**src/rtl/imm_encoder_pkg.sv**
```systemverilog
// Shared definitions for the RV32 immediate encoder: word size, format codes,
// field bit positions and the signed-range helper used by the packer.
package imm_encoder_pkg;

  localparam int WORDSIZE = 32;

  typedef enum logic [1:0] {
    EXTNR_R = 2'd0,
    EXTNR_I = 2'd1,
    EXTNR_S = 2'd2,
    EXTNR_B = 2'd3
  } fmt_e;

  // Field offsets within an RV32 instruction word.
  localparam int OPCODE_LSB = 0;
  localparam int RD_LSB     = 7;
  localparam int FUNCT3_LSB = 12;
  localparam int RS1_LSB    = 15;
  localparam int RS2_LSB    = 20;
  localparam int FUNCT7_LSB = 25;
  localparam int IMM_I_LSB  = 20;
  localparam int IMM_HI_LSB = 25;
  localparam int IMM_LO_LSB = 7;

  // Significant immediate widths, including the sign bit.
  localparam int IMM_IS_BITS = 12;
  localparam int IMM_B_BITS  = 13;

  typedef struct packed {
    fmt_e                fmt;
    logic [6:0]          opcode;
    logic [4:0]          rd;
    logic [4:0]          rs1;
    logic [4:0]          rs2;
    logic [2:0]          funct3;
    logic [6:0]          funct7;
    logic [WORDSIZE-1:0] imm;
  } fields_t;

  // True when imm[WORDSIZE-1:bits-1] are all equal, i.e. imm fits in 'bits' signed bits.
  function automatic logic imm_fits(input logic [WORDSIZE-1:0] imm, input int bits);
    logic [WORDSIZE-1:0] upper;
    upper = WORDSIZE'($signed(imm) >>> (bits - 1));
    return (upper == '0) || (upper == '1);
  endfunction

endpackage

```
**src/rtl/imm_pack.sv**
```systemverilog
// Combinational packer: scatters decoded fields and the immediate into the
// R/I/S/B layout and flags out-of-range or misaligned immediates.
module imm_pack
  import imm_encoder_pkg::*;
(
  input  logic [1:0]          fmt,
  input  logic [6:0]          opcode,
  input  logic [4:0]          rd,
  input  logic [4:0]          rs1,
  input  logic [4:0]          rs2,
  input  logic [2:0]          funct3,
  input  logic [6:0]          funct7,
  input  logic [WORDSIZE-1:0] imm,
  output logic [WORDSIZE-1:0] word,
  output logic                err
);

  always_comb begin
    // NOTE: every output gets a default first so no path leaves it unassigned (no latch).
    word = '0;
    err  = 1'b0;
    word[OPCODE_LSB +: 7] = opcode;
    word[FUNCT3_LSB +: 3] = funct3;
    word[RS1_LSB    +: 5] = rs1;
    case (fmt_e'(fmt))
      EXTNR_R: begin
        word[RD_LSB     +: 5] = rd;
        word[RS2_LSB    +: 5] = rs2;
        word[FUNCT7_LSB +: 7] = funct7;
      end
      EXTNR_I: begin
        word[RD_LSB    +: 5]  = rd;
        word[IMM_I_LSB +: 12] = imm[11:0];
        err = !imm_fits(imm, IMM_IS_BITS);
      end
      EXTNR_S: begin
        word[RS2_LSB    +: 5] = rs2;
        word[IMM_HI_LSB +: 7] = imm[11:5];
        word[IMM_LO_LSB +: 5] = imm[4:0];
        err = !imm_fits(imm, IMM_IS_BITS);
      end
      EXTNR_B: begin
        word[RS2_LSB +: 5] = rs2;
        word[31]           = imm[12];
        word[30:25]        = imm[10:5];
        word[11:8]         = imm[4:1];
        word[7]            = imm[11];
        err = !imm_fits(imm, IMM_B_BITS) || imm[0];
      end
      default: ;
    endcase
  end

endmodule

```
**src/rtl/imm_encoder.sv**
```systemverilog
// Two-stage valid/ready instruction encoder with delivery statistics:
// S1 holds the raw fields, S2 holds the packed word that drives the outputs.
module imm_encoder
  import imm_encoder_pkg::*;
#(
  parameter int CNT_W = 16
) (
  input  logic                clk,
  input  logic                rst_n,
  input  logic                in_valid,
  output logic                in_ready,
  input  logic [1:0]          fmt,
  input  logic [6:0]          opcode,
  input  logic [4:0]          rd,
  input  logic [4:0]          rs1,
  input  logic [4:0]          rs2,
  input  logic [2:0]          funct3,
  input  logic [6:0]          funct7,
  input  logic [WORDSIZE-1:0] imm,
  output logic                out_valid,
  input  logic                out_ready,
  output logic [WORDSIZE-1:0] out_instr,
  output logic                out_err,
  output logic [CNT_W-1:0]    enc_count,
  output logic [7:0]          err_count
);

  fields_t             s1_q;
  logic                s1_valid;
  logic                s1_advance;
  logic                s2_advance;
  logic                out_fire;
  logic [WORDSIZE-1:0] pack_word;
  logic                pack_err;

  // Ready ripples back combinationally so a full pipe still moves one word per cycle.
  assign s2_advance = !out_valid || out_ready;
  assign s1_advance = !s1_valid || s2_advance;
  assign in_ready   = s1_advance;
  assign out_fire   = out_valid && out_ready;

  always_ff @(posedge clk or negedge rst_n) begin
    // NOTE: sequential state uses non-blocking assignments so all registers update together.
    if (!rst_n) begin
      s1_valid <= 1'b0;
      // NOTE: the field register is reset too; it is small and keeps X out of the packer.
      s1_q     <= '0;
    end else if (s1_advance) begin
      s1_valid <= in_valid;
      if (in_valid) begin
        s1_q <= '{fmt: fmt_e'(fmt), opcode: opcode, rd: rd, rs1: rs1, rs2: rs2,
                  funct3: funct3, funct7: funct7, imm: imm};
      end
    end
  end

  imm_pack u_pack (
    .fmt    (s1_q.fmt),
    .opcode (s1_q.opcode),
    .rd     (s1_q.rd),
    .rs1    (s1_q.rs1),
    .rs2    (s1_q.rs2),
    .funct3 (s1_q.funct3),
    .funct7 (s1_q.funct7),
    .imm    (s1_q.imm),
    .word   (pack_word),
    .err    (pack_err)
  );

  always_ff @(posedge clk or negedge rst_n) begin
    if (!rst_n) begin
      out_valid <= 1'b0;
      out_instr <= '0;
      out_err   <= 1'b0;
    end else if (s2_advance) begin
      out_valid <= s1_valid;
      if (s1_valid) begin
        out_instr <= pack_word;
        out_err   <= pack_err;
      end
    end
  end

  always_ff @(posedge clk or negedge rst_n) begin
    if (!rst_n) begin
      enc_count <= '0;
      err_count <= '0;
    end else if (out_fire) begin
      enc_count <= enc_count + CNT_W'(1);
      if (out_err && (err_count != 8'hFF)) begin
        err_count <= err_count + 8'd1;
      end
    end
  end

endmodule

```
**config.mk**
```make
export PLATFORM = sky130hd
export DESIGN_NAME = imm_encoder
export DESIGN_NICKNAME = d
export VERILOG_FILES = /design/src/rtl/imm_encoder_pkg.sv /design/src/rtl/imm_pack.sv /design/src/rtl/imm_encoder.sv
export SDC_FILE = /design/constraint.sdc
export NUM_CORES = 1
export LEC_CHECK = 0
export ABC_AREA = 1
export ABC_CLOCK_PERIOD_IN_PS = 1950
export BUFFER_PORTS_ARGS = -buffer_cell sky130_fd_sc_hd__buf_4
export CELL_PAD_IN_SITES_DETAIL_PLACEMENT = 0
export CELL_PAD_IN_SITES_GLOBAL_PLACEMENT = 1
export CORE_MARGIN = 1
export CORE_UTILIZATION = 41
export CTS_CLUSTER_DIAMETER = 200
export DETAILED_ROUTE_END_ITERATION = 16
export HOLD_SLACK_MARGIN = 0.15
export PLACE_DENSITY_LB_ADDON = 0.1
export SETUP_SLACK_MARGIN = 0.02
export SLEW_MARGIN = 20
export SYNTH_ARGS = -nofsm -noshare
export SYNTH_HDL_FRONTEND = slang
export SYNTH_SLANG_ARGS = --single-unit
```
**constraint.sdc**
```tcl
create_clock -name clk -period 1.95 [get_ports clk]
set_input_delay 0.39 -clock clk [delete_from_list [all_inputs] [get_ports clk]]
set_output_delay 0.39 -clock clk [all_outputs]
set_load 0.02 [all_outputs]
```
==> impl_results.md <==
- Post-route core utilization: 0.5658
- Combinational Power Share: 0.258
- Routability Congestion: 0.7767
- Slowest cell on the critical path: dfrtp_1
- Switch Pwr: ~2700 uW
- Row cnt: 41
- Worst Path Buf+Inv: 2
- Fillers: 1145
- Combined area of all synthesized cells: 5368 sq um
- Cts bufs inserted: 17
- Die ar.: 13550 sq um
- Arrival time of data at the critical path endpoint: 1.94 ns
- Effective utilization at floorplan: 0.4236
- Number of max-slew violations in the final report: 0
- Power per standard cell area: 1245 nW/um^2
- Largest net degree at the start of global routing: 50
- Clock buffer depth: 2
- Storage cell area: ~3100 sq um
- Fraction of final layout cells sized beyond drive strength 1: 0.3744
- Number of synthesized flops with an enable pin: 0
- Cell at the root of the clock tree: clkbuf_16
- Syn. warnings: 0
- Portion of synthesized cell area occupied by the leading cell type: 0.5828
- Drt first pass iters: 4
- Overall via count from detail_route: 3916
- Register bit count reported by yosys: 125
- Post-synthesis sequential area ratio: 0.5828
- CTS clock-pin slew for the worst setup and hold paths: 0.06 ns
- Crit path max fanout: 8
- Clock insertion delay at the later pin of the skew report: between 0.4 and 0.5 ns
- Estimated wirelength of the detail-placed design: 8248 microns
- Clock network fraction of design power: 0.343
- Average wire per standard cell: roughly 14 microns
- Hold Fails Final Rpt: 0
- Slack of the worst reg-to-reg path: 0.31 ns
- Type of element capturing the critical path: register
- Detailed-route DRC error count: 0
- Worst IR Drop VDD: 0.5472 mV
- Maximum capacitance violations: 0
- Vias in the first global route: just under 4000
- Critical path's largest stage delay: 0.39 ns
- Number of antenna violations at the first check in global routing: 0
- Internal power: 6179 uW
- Overall track demand over capacity in global routing: 0.1868
- Number of top-level pins: 129
- Worst min-delay path category: in2reg
- Tmin final: about 1.6 ns
- Postcts setup bufs: 0
- CTS tree: yes
- Slew margin rel.: 0.6973
- ANT cells: 0
- Part of the power in registers: 0.399
- Cell-by-cell listing of the critical path: ha_1 -> inv_1 -> nor2_2 -> nand3_1 -> o211ai_4 -> inv_2 -> nand3b_1 -> nand2_1
- Quantity of I/O buffers inserted on ports: 128
- Total detailed-routing wirelength: 11740 microns
- Predominant post-synthesis flop cell: dfrtp_1
- Post-Route Setup TNS: 0 ns
- WP data required: 2.25 ns
- CTS Sinks: 125
- Total leakage power: around 0.0035 uW
- Number of setup violations in the final report: 0
- Total chip power: 8924 uW
- Switching share of power: 0.3075
- Unrepaired setup endpoints after global routing: no
- Sum of overflow across all layers after global routing: 0
- Synthesized Nets: 575
- Unique cell type count in the Yosys netlist: 27
- Area occupied by multi-input gates: 2048 sq um
- Worst setup SP type: register
- Number of H-tree levels: 4
- Cell types occupying the most area after synthesis: dfrtp_1 (58%), mux2_2 (12%), nand2_1 (8.5%)
- Worst-margin pin slew: 0.4541 ns
- Global-route wire length before repair: roughly 19000 microns
- Fraction of registers with async set/reset: 1.000
- Period Utilization, post-route: 0.8413
- Height of the die: ~120 microns
- Avg Vias per Cell: 4.724
- Die Wd: 116.4 microns
- Antenna viol nets, final: 0
- Worst clock skew: 0.007557 ns
- Maximum achievable frequency: ~610 MHz
- Status: finished clean
- Area of the core region: 12670 sq um
- Starting DRC count in detailed routing: 166
- Cell count after placement: 796
- Number of nets in the layout: 720
- Largest delay contributor family on the critical path: simple AND/OR/NAND/NOR gates
- Area Overhead vs Synth: 33.57%
- Yosys top cell by area: dfrtp_1
- Cells after synthesis: ~500
- Mean Syn Cell Area: 10.76 sq um
- Final Non-Filler Cells: 829
- Type of the worst setup path: reg2reg
- Post-CTS resize count: 0
[through the flow]
step | worst slack (ns) | cell area (sq um) | hold WS (ns)
2_1_floorplan | 0.2786 | 5368 | 0.09441
3_3_place_gp | 0.3481 | 6574 | 0.3719
3_5_place_dp | 0.2861 | 6574 | 0.3773
4_1_cts | 0.2989 | 7169 | 0.1873
5_1_grt | 0.1387 | 7169 | 0.1911
6_report | 0.3094 | 7169 | 0.2052
[layout make-up]
class / count / share of cell area
well taps: 172 / 0.03002
clock inverters: 5 / 0.007330
flip-flops and latches: 125 / 0.4363
repair buffers: 141 / 0.1532
multi-input cells: 334 / 0.2857
inverters: 25 / 0.01309
clock buffers: 27 / 0.07435
[timing repair]
| action | 4_1_cts | 5_1_grt |
|---|---|---|
| endpoints found under the hold margin | 28 | 0 |
| hold buffers | 1 | 0 |
| endpoints found under the setup margin | 0 | 0 |
[sequential cells by signal (all words and copies together) (netlist names)]
| signal | count |
|---|---|
| out_valid | 1 |
| s1_valid | 1 |
| enc_count | 16 |
| err_count | 8 |
| out_instr | 32 |
| out_err | 1 |
| s1_q | 66 |
[power groups by stage]
stage | Clock [uW] | Combinational, uW | Sequential, uW
4_1_cts | 3160 | 2350 | 3570
5_1_grt | 3240 | 2530 | 3650
3_5_place_dp | 0 | 2330 | 3600
3_3_place_gp | 0 | 2300 | 3580
2_1_floorplan | 0 | 935 | 3950
6_report | 3060 | 2300 | 3560
[cell usage after synthesis, types with 2 or more instances]
library cell  instances
xor2_1               11
inv_2                 2
nand3_1              15
inv_1                23
ha_1                  6
buf_2                 6
o21ai_0               3
mux2_2               59
nand3b_1              3
buf_6                 5
nor2_4                4
nand2_4               2
clkbuf_1              3
xnor2_1               8
dfrtp_1             125
nor2_2                2
a21oi_1              41
nand2_1             121
nand4_1               6
nor2_1               44
nand2_2               4
[placed cells by master (no fill, tap or decap)]
| cell | synthesis | final |
|---|---|---|
| nand2_2 | 4 | 4 |
| nor3_1 | 1 | 1 |
| nand3_1 | 15 | 15 |
| o21ai_0 | 3 | 3 |
| o211ai_4 | 1 | 1 |
| nand3b_1 | 3 | 3 |
| clkinv_2 | 0 | 3 |
| nand2_1 | 121 | 120 |
| nand4_1 | 6 | 6 |
| ha_1 | 6 | 6 |
| inv_2 | 2 | 2 |
| clkbuf_16 | 0 | 17 |
| buf_4 | 1 | 137 |
| nor2_2 | 2 | 2 |
| inv_1 | 23 | 23 |
| a21oi_1 | 41 | 41 |
| clkbuf_1 | 3 | 3 |
| buf_12 | 0 | 3 |
| clkinvlp_4 | 0 | 1 |
| dfrtp_1 | 125 | 125 |
| xor2_1 | 11 | 11 |
| clkbuf_8 | 0 | 7 |
| dlygate4sd3_1 | 0 | 1 |
| nor3_4 | 1 | 1 |
| or2_2 | 1 | 1 |
| xnor2_1 | 8 | 8 |
| nor2_4 | 4 | 4 |
| mux2_2 | 59 | 59 |
| o22ai_1 | 1 | 1 |
| bufinv_16 | 0 | 1 |
| nor2_1 | 44 | 44 |
| nand2_4 | 2 | 3 |
[kinds of logic after synthesis]
logic type,after synthesis,synth area share
compound gates,46,0.04615
xor+xnor,19,0.03100
fa+ha+maj,6,0.01399
buf+inv,40,0.03706
flops,125,0.5828
mux,59,0.1238
simple gates,204,0.1653
[worst reg2reg max path, cell delays in order (launching register included)]
cell	delay (ns)
dfrtp_1	0.39
ha_1	0.19
inv_1	0.06
nor2_2	0.13
nand3_1	0.16
o211ai_4	0.32
inv_2	0.13
nand3b_1	0.10
nand2_1	0.05
[layer usage]
layer	track usage	up-vias	routed length, microns
li1	-	1927	-
met1	0.2369	1877	5249
met2	0.2943	95	5587
met3	0.05708	17	690
met4	0.08462	0	211
met5	0	-	0
[worst paths after layout]
check,from,to,depth (start not counted)
worst max-delay path,err_count[1],err_count[2],8
worst min-delay path,opcode[2],s1_q[59],2
worst max register to register,err_count[1],err_count[2],8
worst min register to register,s1_q[63],out_instr[6],2
max in group asynchronous,rst_n,out_instr[23],3
min in group asynchronous,rst_n,err_count[0],2
Note: power is estimated with default switching activity, not from simulation.
